[src/rtl/w5500_frame_pkg.sv]
`default_nettype none
// +------------------------------------------------------------------+
// | w5500_frame_pkg : shared types and sizing for the W5500 TX framer |
// | Rev 1.0                                                           |
// +------------------------------------------------------------------+
package w5500_frame_pkg;

    typedef enum logic [2:0] {
        ST_IDLE   = 3'd0,
        ST_HDR    = 3'd1,
        ST_PAY_HI = 3'd2,
        ST_PAY_LO = 3'd3,
        ST_TRL    = 3'd4,
        ST_REQ    = 3'd5,
        ST_DONE   = 3'd6
    } state_e;

    localparam int HDR_BYTES    = 4;
    localparam int TRL_BYTES    = 3;
    localparam int TX_BUF_BYTES = 2048;
    localparam int MAX_SAMPLES  = 1020;

    function automatic int frame_bytes(input int n_samples);
        return HDR_BYTES + TRL_BYTES + 2 * n_samples;
    endfunction

endpackage
`default_nettype wire

[src/rtl/w5500_tx_framer_sync_2ff.sv]
`default_nettype none
// +------------------------------------------------------------------+
// | sync_2ff : single-bit two-flop synchronizer                       |
// | Rev 1.0                                                           |
// +------------------------------------------------------------------+
module sync_2ff #(
    parameter logic RST_VAL = 1'b0
) (
    input  logic clk_i,
    input  logic rstn_i,
    input  logic d_i,
    output logic q_o
);

    logic meta_q;
    logic sync_q;

    always_ff @(posedge clk_i or negedge rstn_i) begin
        if (!rstn_i) begin
            meta_q <= RST_VAL;
            sync_q <= RST_VAL;
        end else begin
            meta_q <= d_i;
            sync_q <= meta_q;
        end
    end

    assign q_o = sync_q;

endmodule
`default_nettype wire

[src/rtl/w5500_tx_framer.sv]
`default_nettype none
// +------------------------------------------------------------------+
// | w5500_tx_framer : wraps 16-bit samples into sync/seq/len/chk      |
// | frames and hands them to the W5500 SPI transmit buffer. Rev 1.0   |
// +------------------------------------------------------------------+
module w5500_tx_framer
    import w5500_frame_pkg::*;
#(
    parameter int          SAMPLES_PER_FRAME = 256,
    parameter logic [15:0] SYNC_WORD         = 16'hA55A,
    parameter int          FLUSH_TIMEOUT     = 4096
) (
    input  logic        clk_sink,
    input  logic        rstn,
    input  logic [15:0] s_data,
    input  logic        s_valid,
    output logic        s_ready,
    input  logic        busy_tx,
    output logic [7:0]  tx_data,
    output logic        tx_wr,
    output logic        tx_start,
    output logic [15:0] frame_cnt
);

    localparam logic [15:0] c_SPF        = 16'(SAMPLES_PER_FRAME);
    localparam logic [15:0] c_FLUSH_LAST = 16'(FLUSH_TIMEOUT - 1);

    generate
        if (frame_bytes(SAMPLES_PER_FRAME) > TX_BUF_BYTES - 1 ||
            SAMPLES_PER_FRAME < 1 || SAMPLES_PER_FRAME > MAX_SAMPLES) begin : g_bad_spf
            $error("SAMPLES_PER_FRAME out of range for the transmit buffer");
        end
        if (FLUSH_TIMEOUT < 2 || FLUSH_TIMEOUT > 65535) begin : g_bad_flush
            $error("FLUSH_TIMEOUT out of range");
        end
    endgenerate

    logic busy_s;

    // Reset to busy so a controller already transmitting at reset release is never overrun.
    sync_2ff #(.RST_VAL(1'b1)) u_busy_sync (
        .clk_i  (clk_sink),
        .rstn_i (rstn),
        .d_i    (busy_tx),
        .q_o    (busy_s)
    );

    state_e      state_q, state_d;
    logic [1:0]  idx_q, idx_d;
    logic [15:0] n_q, n_d;
    logic [7:0]  chk_q, chk_d;
    logic [15:0] seq_q, seq_d;
    logic [15:0] frame_cnt_q, frame_cnt_d;
    logic [15:0] idle_q, idle_d;
    logic [7:0]  lo_q, lo_d;
    logic [7:0]  tx_data_q, tx_data_d;
    logic        tx_wr_q, tx_wr_d;
    logic        tx_start_q, tx_start_d;
    logic [7:0]  w_byte;
    logic        w_emit;

    always_ff @(posedge clk_sink or negedge rstn) begin
        if (!rstn) begin
            state_q     <= ST_IDLE;
            idx_q       <= '0;
            n_q         <= '0;
            chk_q       <= '0;
            seq_q       <= '0;
            frame_cnt_q <= '0;
            idle_q      <= '0;
            lo_q        <= '0;
            tx_data_q   <= '0;
            tx_wr_q     <= 1'b0;
            tx_start_q  <= 1'b0;
        end else begin
            state_q     <= state_d;
            idx_q       <= idx_d;
            n_q         <= n_d;
            chk_q       <= chk_d;
            seq_q       <= seq_d;
            frame_cnt_q <= frame_cnt_d;
            idle_q      <= idle_d;
            lo_q        <= lo_d;
            tx_data_q   <= tx_data_d;
            tx_wr_q     <= tx_wr_d;
            tx_start_q  <= tx_start_d;
        end
    end

    always_comb begin
        state_d     = state_q;
        idx_d       = idx_q;
        n_d         = n_q;
        chk_d       = chk_q;
        seq_d       = seq_q;
        frame_cnt_d = frame_cnt_q;
        idle_d      = idle_q;
        lo_d        = lo_q;
        tx_data_d   = tx_data_q;
        tx_wr_d     = 1'b0;
        tx_start_d  = 1'b0;
        w_byte      = 8'h00;
        w_emit      = 1'b0;

        case (state_q)
            ST_IDLE: begin
                chk_d  = '0;
                n_d    = '0;
                idx_d  = '0;
                idle_d = '0;
                if (s_valid && !busy_s) state_d = ST_HDR;
            end
            ST_HDR: begin
                w_emit = 1'b1;
                case (idx_q)
                    2'd0:    w_byte = SYNC_WORD[15:8];
                    2'd1:    w_byte = SYNC_WORD[7:0];
                    2'd2:    w_byte = seq_q[15:8];
                    default: w_byte = seq_q[7:0];
                endcase
                idx_d = idx_q + 2'd1;
                if (idx_q == 2'(HDR_BYTES - 1)) begin
                    idx_d   = '0;
                    state_d = ST_PAY_HI;
                end
            end
            ST_PAY_HI: begin
                if (s_valid) begin
                    w_emit  = 1'b1;
                    w_byte  = s_data[15:8];
                    lo_d    = s_data[7:0];
                    n_d     = n_q + 16'd1;
                    state_d = ST_PAY_LO;
                end else if (idle_q == c_FLUSH_LAST) begin
                    state_d = ST_TRL;
                end else begin
                    idle_d = idle_q + 16'd1;
                end
            end
            ST_PAY_LO: begin
                w_emit  = 1'b1;
                w_byte  = lo_q;
                idle_d  = '0;
                state_d = (n_q == c_SPF) ? ST_TRL : ST_PAY_HI;
            end
            ST_TRL: begin
                w_emit = 1'b1;
                case (idx_q)
                    2'd0:    w_byte = n_q[15:8];
                    2'd1:    w_byte = n_q[7:0];
                    default: w_byte = chk_q;
                endcase
                idx_d = idx_q + 2'd1;
                if (idx_q == 2'(TRL_BYTES - 1)) begin
                    idx_d   = '0;
                    state_d = ST_REQ;
                end
            end
            ST_REQ: begin
                // A busy already seen here counts as the acknowledge.
                if (busy_s) begin
                    seq_d       = seq_q + 16'd1;
                    frame_cnt_d = frame_cnt_q + 16'd1;
                    state_d     = ST_DONE;
                end else begin
                    tx_start_d = 1'b1;
                end
            end
            ST_DONE: begin
                if (!busy_s) state_d = ST_IDLE;
            end
            default: state_d = ST_IDLE;
        endcase

        if (w_emit) begin
            tx_wr_d   = 1'b1;
            tx_data_d = w_byte;
            chk_d     = chk_q ^ w_byte;
        end
    end

    assign s_ready   = (state_q == ST_PAY_HI);
    assign tx_data   = tx_data_q;
    assign tx_wr     = tx_wr_q;
    assign tx_start  = tx_start_q;
    assign frame_cnt = frame_cnt_q;

endmodule
`default_nettype wire
[config.mk]
export PLATFORM = sky130hd
export DESIGN_NAME = w5500_tx_framer
export DESIGN_NICKNAME = d
export VERILOG_FILES = /design/src/rtl/w5500_frame_pkg.sv /design/src/rtl/w5500_tx_framer_sync_2ff.sv /design/src/rtl/w5500_tx_framer.sv
export SDC_FILE = /design/constraint.sdc
export NUM_CORES = 1
export LEC_CHECK = 0
export ABC_AREA = 1
export BUFFER_PORTS_ARGS = -buffer_cell sky130_fd_sc_hd__buf_2
export CAP_MARGIN = 20
export CORE_UTILIZATION = 56
export DETAILED_ROUTE_END_ITERATION = 12
export PLACE_DENSITY = 0.86
export SLEW_MARGIN = 5
export SYNTH_ARGS = -nofsm -noshare
export SYNTH_HDL_FRONTEND = slang
export SYNTH_SLANG_ARGS = --single-unit
[constraint.sdc]
create_clock -name clk_sink -period 2.2 [get_ports clk_sink]
set_input_delay 0.11 -clock clk_sink [delete_from_list [all_inputs] [get_ports clk_sink]]
set_output_delay 0.11 -clock clk_sink [all_outputs]
set_load 0.05 [all_outputs]
==> impl_metrics.csv, run 1 <==
group,metric,value,unit
worst_setup_path,critPathMaxFanout,9,
layout,most_frequent_standard_cell_in_the_layout_excluding_fill_and_tap_cells,"nand2_1",
layout,antenna_diode_instance_count,0,
yosys,synth.avg_cell_area,7.16,um^2
power,power-per-cell-area,990,nW/um^2
detailed_routing,routed_wirelength,13.4,mm
global_route,residual_overflow_from_global_routing,0,
yosys,yosys_warnings,0,
yosys,synth-seq-area-share,0.421,
sta,max_slew_violation_count,0,
worst_setup_path,setup.worst_path.start_class,"register",
clock_tree,clock_sinks,97,
clock_tree,clock_tree_from_tritoncts,"done",
yosys,synth_enable_flop_cells,0,
die,placeableCoreArea,9860,um^2
die,die_height,104,um
global_route,global_route.usage.total,0.262,
layout,design.final.nets,902,
die,floorplan.die.width,104,um
layout,post_route_cells_drive_above_1_share,0.111,
yosys,synthesis.instances,806,
placed_design,dp.final_hpwl,10.1,mm
yosys,ys.flop_type,"dfrtp_1",
sta,unrepaired_setup_endpoints_after_global_routing,"false",
yosys,postSynthRegisterBits,97,
sta,finClkSkew,0.0102,ns
die,die_area,10700,um^2
clock_tree,worst_setup_hold_path_clk_slew,0.11,ns
sta,slew_headroom,0.713,
detailed_routing,antenna_violating_nets_remaining,0,
yosys,unique_masters_post_synth,35,
global_route,vias_in_the_first_global_route,4998,
hold_path,min-delay-path-class,"in2reg",
die,initial_core_utilization,0.585,
detailed_routing,drt_pass1_iterations,6,
clock_tree,count_of_h_tree_levels_built_during_cts,3,
sta,report.final.setup_viol,0,
sta,worst_slew_pin_slew,0.431,ns
sta,timing.setup.tns,0,ns
global_route,grt_max_degree,44,
global_route,grt_pass1_wl,22.8,mm
layout,area_growth_syn_to_layout,12.3,%
placed_design,port-buffer-count,46,
layout,fillers,869,
clock_tree,cts_made_buffers,9,
layout,ff_latch_area,2430,um^2
placed_design,gp_congestion,0.928,
worst_setup_path,worst-setup-path-type,"reg2reg",
detailed_routing,viasPerCell,5.45,
clock_tree,max-clock-path-buffers,2,
clock_tree,worst_skew_pair.late_latency,0.37,ns
power,leakage_component_of_the_power,0.00317,uW
sta,fmaxAchievable,525,MHz
layout,layout_common_cells,"261 x nand2_1, 106 x nor2_1, 95 x dfrtp_1, 79 x inv_1, 64 x nand3_1",
layout,multi_input_area,2940,um^2
worst_setup_path,cp_data_required_time,2.47,ns
detailed_routing,post-route-drc-count,0,
sta,timing.final.crit_period,1.91,ns
power,vdd_drop_max,0.650,mV
detailed_routing,route.vias.total,5506,
yosys,asyncSetResetFlopFracSynth,1.00,
worst_setup_path,critPathArrivalTime,2.18,ns
power,power,6410,uW
yosys,syn-num-nets,836,
worst_setup_path,crit_end_element,"register",
die,core.rowCount,36,
yosys,syn-cell-area,5770,um^2
sta,final-hold-violation-count,0,
sta,period_share,0.867,
run_status,outcome,"completed",
clock_tree,post-cts-setup-buffers,0,
flow_run,max-cap-violations,0,
detailed_routing,wl_per_cell,13.3,um
die,top_level_ports,47,
global_route,antenna_found_initial,0,
clock_tree,root_buffer,"clkbuf_8",
detailed_routing,first_iter_violations,424,
==> final timing paths <==
kind                                   end  cells past startpoint  slack [ns]               start
min in group asynchronous    frame_cnt[12]                      2        0.18                rstn
max reg2reg                       chk_q[5]                      9        0.29            idx_q[1]
max                               chk_q[5]                      9        0.29            idx_q[1]
min                             tx_data[6]                      3        0.08          s_data[14]
max in group asynchronous           n_q[2]                      3        1.32                rstn
min reg2reg                u_busy_sync.q_o                      0        0.37  u_busy_sync.meta_q
==> registers in the layout, indices dropped and copies added, names as in the netlist, 2 cells and up <==
name,cells
frame_cnt,16
idle_q,16
n_q,16
seq_q,16
chk_q,8
lo_q,8
tx_data,8
state_q,3
idx_q,2
==> synthesized netlist by cell type, types with 3 or more instances <==
| cell type | instances | share of area |
|---|---|---|
| ha_1 | 10 | 0.022 |
| nand3_1 | 64 | 0.056 |
| nor2_1 | 106 | 0.069 |
| inv_1 | 79 | 0.051 |
| nor2_4 | 4 | 0.0078 |
| a21oi_1 | 18 | 0.016 |
| xor2_1 | 22 | 0.033 |
| o211ai_1 | 5 | 0.0065 |
| buf_2 | 5 | 0.0043 |
| nand2_4 | 3 | 0.0059 |
| nand4_1 | 29 | 0.031 |
| nand2_2 | 4 | 0.0043 |
| nand2_1 | 261 | 0.17 |
| o21ai_0 | 42 | 0.036 |
| dfrtp_1 | 95 | 0.41 |
| a21boi_0 | 3 | 0.0039 |
| nor3_1 | 19 | 0.016 |
| o21ai_1 | 3 | 0.0026 |
| inv_2 | 5 | 0.0033 |
| xnor2_1 | 6 | 0.0091 |
==> worst max-delay path, cell delays in order (launching register included) <==
cell and delay (ns):
dfrtp_1 0.44, inv_1 0.12, ha_1 0.24, inv_1 0.10, nand2_1 0.25, nor2_1 0.07
o21ai_0 0.34, nand3_1 0.12, nand2_1 0.08, nand2_1 0.04
==> layout make-up <==
cell class,instances,area share
Clock buffer,9,0.0191
Timing Repair Buffer,66,0.0649
Clock inverter,7,0.0114
Inverter,85,0.0493
Multi-Input combinational cell,613,0.455
Sequential cell,97,0.375
Tap cell,133,0.0257
==> metrics by stage <==
step,hold slack (ns),std cells,utilization,setup WS [ns],area (um^2)
final,0.0764,1010,0.657,0.294,6480
after global routing,0.0948,1010,0.657,0.0429,6480
after CTS,0.0595,1010,0.657,0.318,6480
after detailed placement,0.0443,984,0.626,0.341,6180
after global placement,0.0447,984,0.626,0.345,6180
after floorplan,-0.186,806,-,0.445,5770
==> power by group <==
group / internal, uW / total [uW] / switching [uW] / leakage, uW
registers: 2130 / 2440 / 315 / 0.00130
clock network: 449 / 1160 / 712 / 0.000101
logic: 798 / 2810 / 2010 / 0.00177
total: 3370 / 6410 / 3040 / 0.00317
==> cell families (layout without fill, tap and decap cells) <==
| group | count (synthesis) | count (layout) | synth area share |
|---|---|---|---|
| AO/OA/AOI/OAI | 79 | 79 | 0.0766 |
| XOR/XNOR | 28 | 28 | 0.0425 |
| adder cells (fa/ha/maj) | 10 | 10 | 0.0217 |
| buffers and inverters | 96 | 167 | 0.0685 |
| flip-flops | 97 | 97 | 0.421 |
| AND/OR/NAND/NOR | 496 | 496 | 0.370 |
==> routing by layer <==
layer	wire (um)	global-route usage	vias to the layer above
met5	0	0	-
met2	6080	0.408	206
met4	312	0.108	0
met3	930	0.0447	28
li1	-	-	2727
met1	6070	0.363	2545
==> repair_timing <==
item,4_1_cts,5_1_grt
hold endpoints to repair,60,0
hold buffers,10,0
resized for setup,0,0
No activity file was read; power rests on OpenSTA's default activity.
==> run 2: changes to the inputs <==
- CORE_MARGIN: unset -> 5
- CTS_CLUSTER_SIZE: unset -> 25
==> impl_metrics.csv, run 2 (synthesis gave the netlist of run 1 again) <==
group,metric,value,unit
die,die_height,112,um
hold_path,hold_path_depth,3,
placed_design,placement.cell_area,6180,um^2
layout,most_frequent_standard_cell_in_the_layout_excluding_fill_and_tap_cells,"nand2_1",
layout,fillers,932,
hold_path,min-delay-path-class,"in2reg",
placed_design,port-buffer-count,46,
clock_tree,worst_setup_hold_path_clk_slew,0.10,ns
global_route,antenna_found_initial,0,
worst_setup_path,setup.reg_to_reg.worst_slack,0.31,ns
die,core.rowCount,37,
clock_tree,worst_skew_pair.late_latency,0.37,ns
detailed_routing,routed_wirelength,13.9,mm
power,power,6560,uW
detailed_routing,wl_per_cell,13.7,um
worst_setup_path,worst-setup-path-type,"reg2out",
sta,timing.final.crit_period,1.95,ns
sta,max_slew_violation_count,0,
sta,slew_headroom,0.549,
sta,unrepaired_setup_endpoints_after_global_routing,"false",
power,netSwitchingFraction,0.457,
clock_tree,clock_tree_from_tritoncts,"done",
worst_setup_path,critPathMaxFanout,9,
die,placeableCoreArea,10200,um^2
detailed_routing,antenna_violating_nets_remaining,0,
die,top_level_ports,47,
run_status,outcome,"completed",
sta,finClkSkew,0.00873,ns
flow_run,max-cap-violations,0,
power,power.clock.fraction,0.199,
placed_design,gp_congestion,0.925,
detailed_routing,route.vias.total,5474,
layout,post_route_cells_drive_above_1_share,0.112,
detailed_routing,post-route-drc-count,0,
power,power-per-cell-area,1010,nW/um^2
power,power_frac_comb,0.427,
detailed_routing,viasPerCell,5.40,
power,vdd_drop_max,0.684,mV
layout,finish.instance_area,6500,um^2
clock_tree,root_buffer,"clkbuf_8",
power,p_int,3560,uW
clock_tree,max-clock-path-buffers,2,
global_route,global_route.usage.total,0.232,
placed_design,dp_worst_slack,0.352,ns
layout,area_growth_syn_to_layout,12.7,%
power,leakage_component_of_the_power,0.00317,uW
worst_setup_path,rr_worst_depth,7,
clock_tree,cts_repair_resize_count,0,
sta,layout_setup_ws,0.253,ns
placed_design,dp.final_hpwl,10.4,mm
layout,ff_latch_area,2430,um^2
sta,final-hold-violation-count,0,
clock_tree,count_of_h_tree_levels_built_during_cts,3,
detailed_routing,first_iter_violations,388,
layout,layout_common_cells,"261 x nand2_1, 106 x nor2_1, 95 x dfrtp_1, 79 x inv_1, 64 x nand3_1",
die,floorplan.die.width,112,um
worst_setup_path,critPathArrivalTime,1.84,ns
global_route,grt_pass1_wl,23.9,mm
worst_setup_path,setup.worst_path.start_class,"register",
sta,report.final.setup_viol,0,
sta,period_share,0.885,
worst_setup_path,crit_end_element,"output port",
clock_tree,cts_made_buffers,9,
layout,multi_input_area,2940,um^2
layout,design.final.nets,903,
die,initial_core_utilization,0.566,
worst_setup_path,cp_data_required_time,2.09,ns
die,die_area,12400,um^2
clock_tree,post-cts-setup-buffers,0,
global_route,residual_overflow_from_global_routing,0,
detailed_routing,drt_pass1_iterations,5,
power,pwr-share-seq,0.373,
power,power_switching,2990,uW
clock_tree,clock_sinks,97,
sta,timing.setup.tns,0,ns
sta,worst_slew_pin_slew,0.676,ns
clock_tree,holdBufCountCts,10,
layout,antenna_diode_instance_count,0,
global_route,vias_in_the_first_global_route,5145,
global_route,grt_max_degree,53,
sta,fmaxAchievable,514,MHz
-- run 2: cell types whose count changed in the layout (fill, tap and decap cells not counted) --
cell        before  now
clkinvlp_4       0    2
inv_8            2    0
clkinv_4         2    1
buf_12           1    0
buf_4           10   12
bufinv_16        0    2
clkinv_8         1    0
-- run 2: stage by stage --
step | cells | hold slack, ns | utilization
final | 1014 | 0.0546 | 0.639
after global routing | 1014 | 0.0846 | 0.639
after CTS | 1014 | 0.0548 | 0.639
after detailed placement | 988 | 0.196 | 0.607
after global placement | 988 | 0.194 | 0.607
after floorplan | 806 | -0.186 | -
-- run 2: worst paths after layout --
| kind | start | to |
|---|---|---|
| worst max-delay path | state_q[2] | s_ready |
| worst min-delay path | s_data[14] | tx_data[6] |
| worst max register to register | state_q[0] | idle_q[15] |
| worst min register to register | u_busy_sync.meta_q | u_busy_sync.q_o |
| max in group asynchronous | rstn | frame_cnt[15] |
| min in group asynchronous | rstn | n_q[6] |
-- run 2: cell type report --
| type | instances | share of cell area |
|---|---|---|
| clock buffers | 9 | 0.0190 |
| clock inverters | 7 | 0.0156 |
| inverters | 85 | 0.0491 |
| multi-input cells | 613 | 0.453 |
| flip-flops and latches | 97 | 0.374 |
| well taps | 136 | 0.0262 |
| repair buffers | 67 | 0.0639 |
-- run 2: power groups by stage --
| stage | clock (uW) | sequential, uW | combinational [uW] |
|---|---|---|---|
| 3_5_place_dp | 0 | 2470 | 2750 |
| 4_1_cts | 1340 | 2440 | 2790 |
| 2_1_floorplan | 0 | 2730 | 1850 |
| 5_1_grt | 1420 | 2490 | 3120 |
| 3_3_place_gp | 0 | 2460 | 2700 |
| 6_report | 1310 | 2450 | 2800 |
-- run 2: critical path, stage by stage, from the launching register on --
cell and delay, ns:
dfrtp_1 0.47, inv_2 0.20, nand2_1 0.15, nor2_4 0.16
buf_4 0.20, buf_2 0.28
-- run 2: layer usage --
metal,vias to the layer above,routed length (um),GRT usage
met5,-,0,0
met4,0,357,0.0884
met3,36,799,0.0332
met2,181,6330,0.367
met1,2518,6370,0.324
li1,2739,-,-
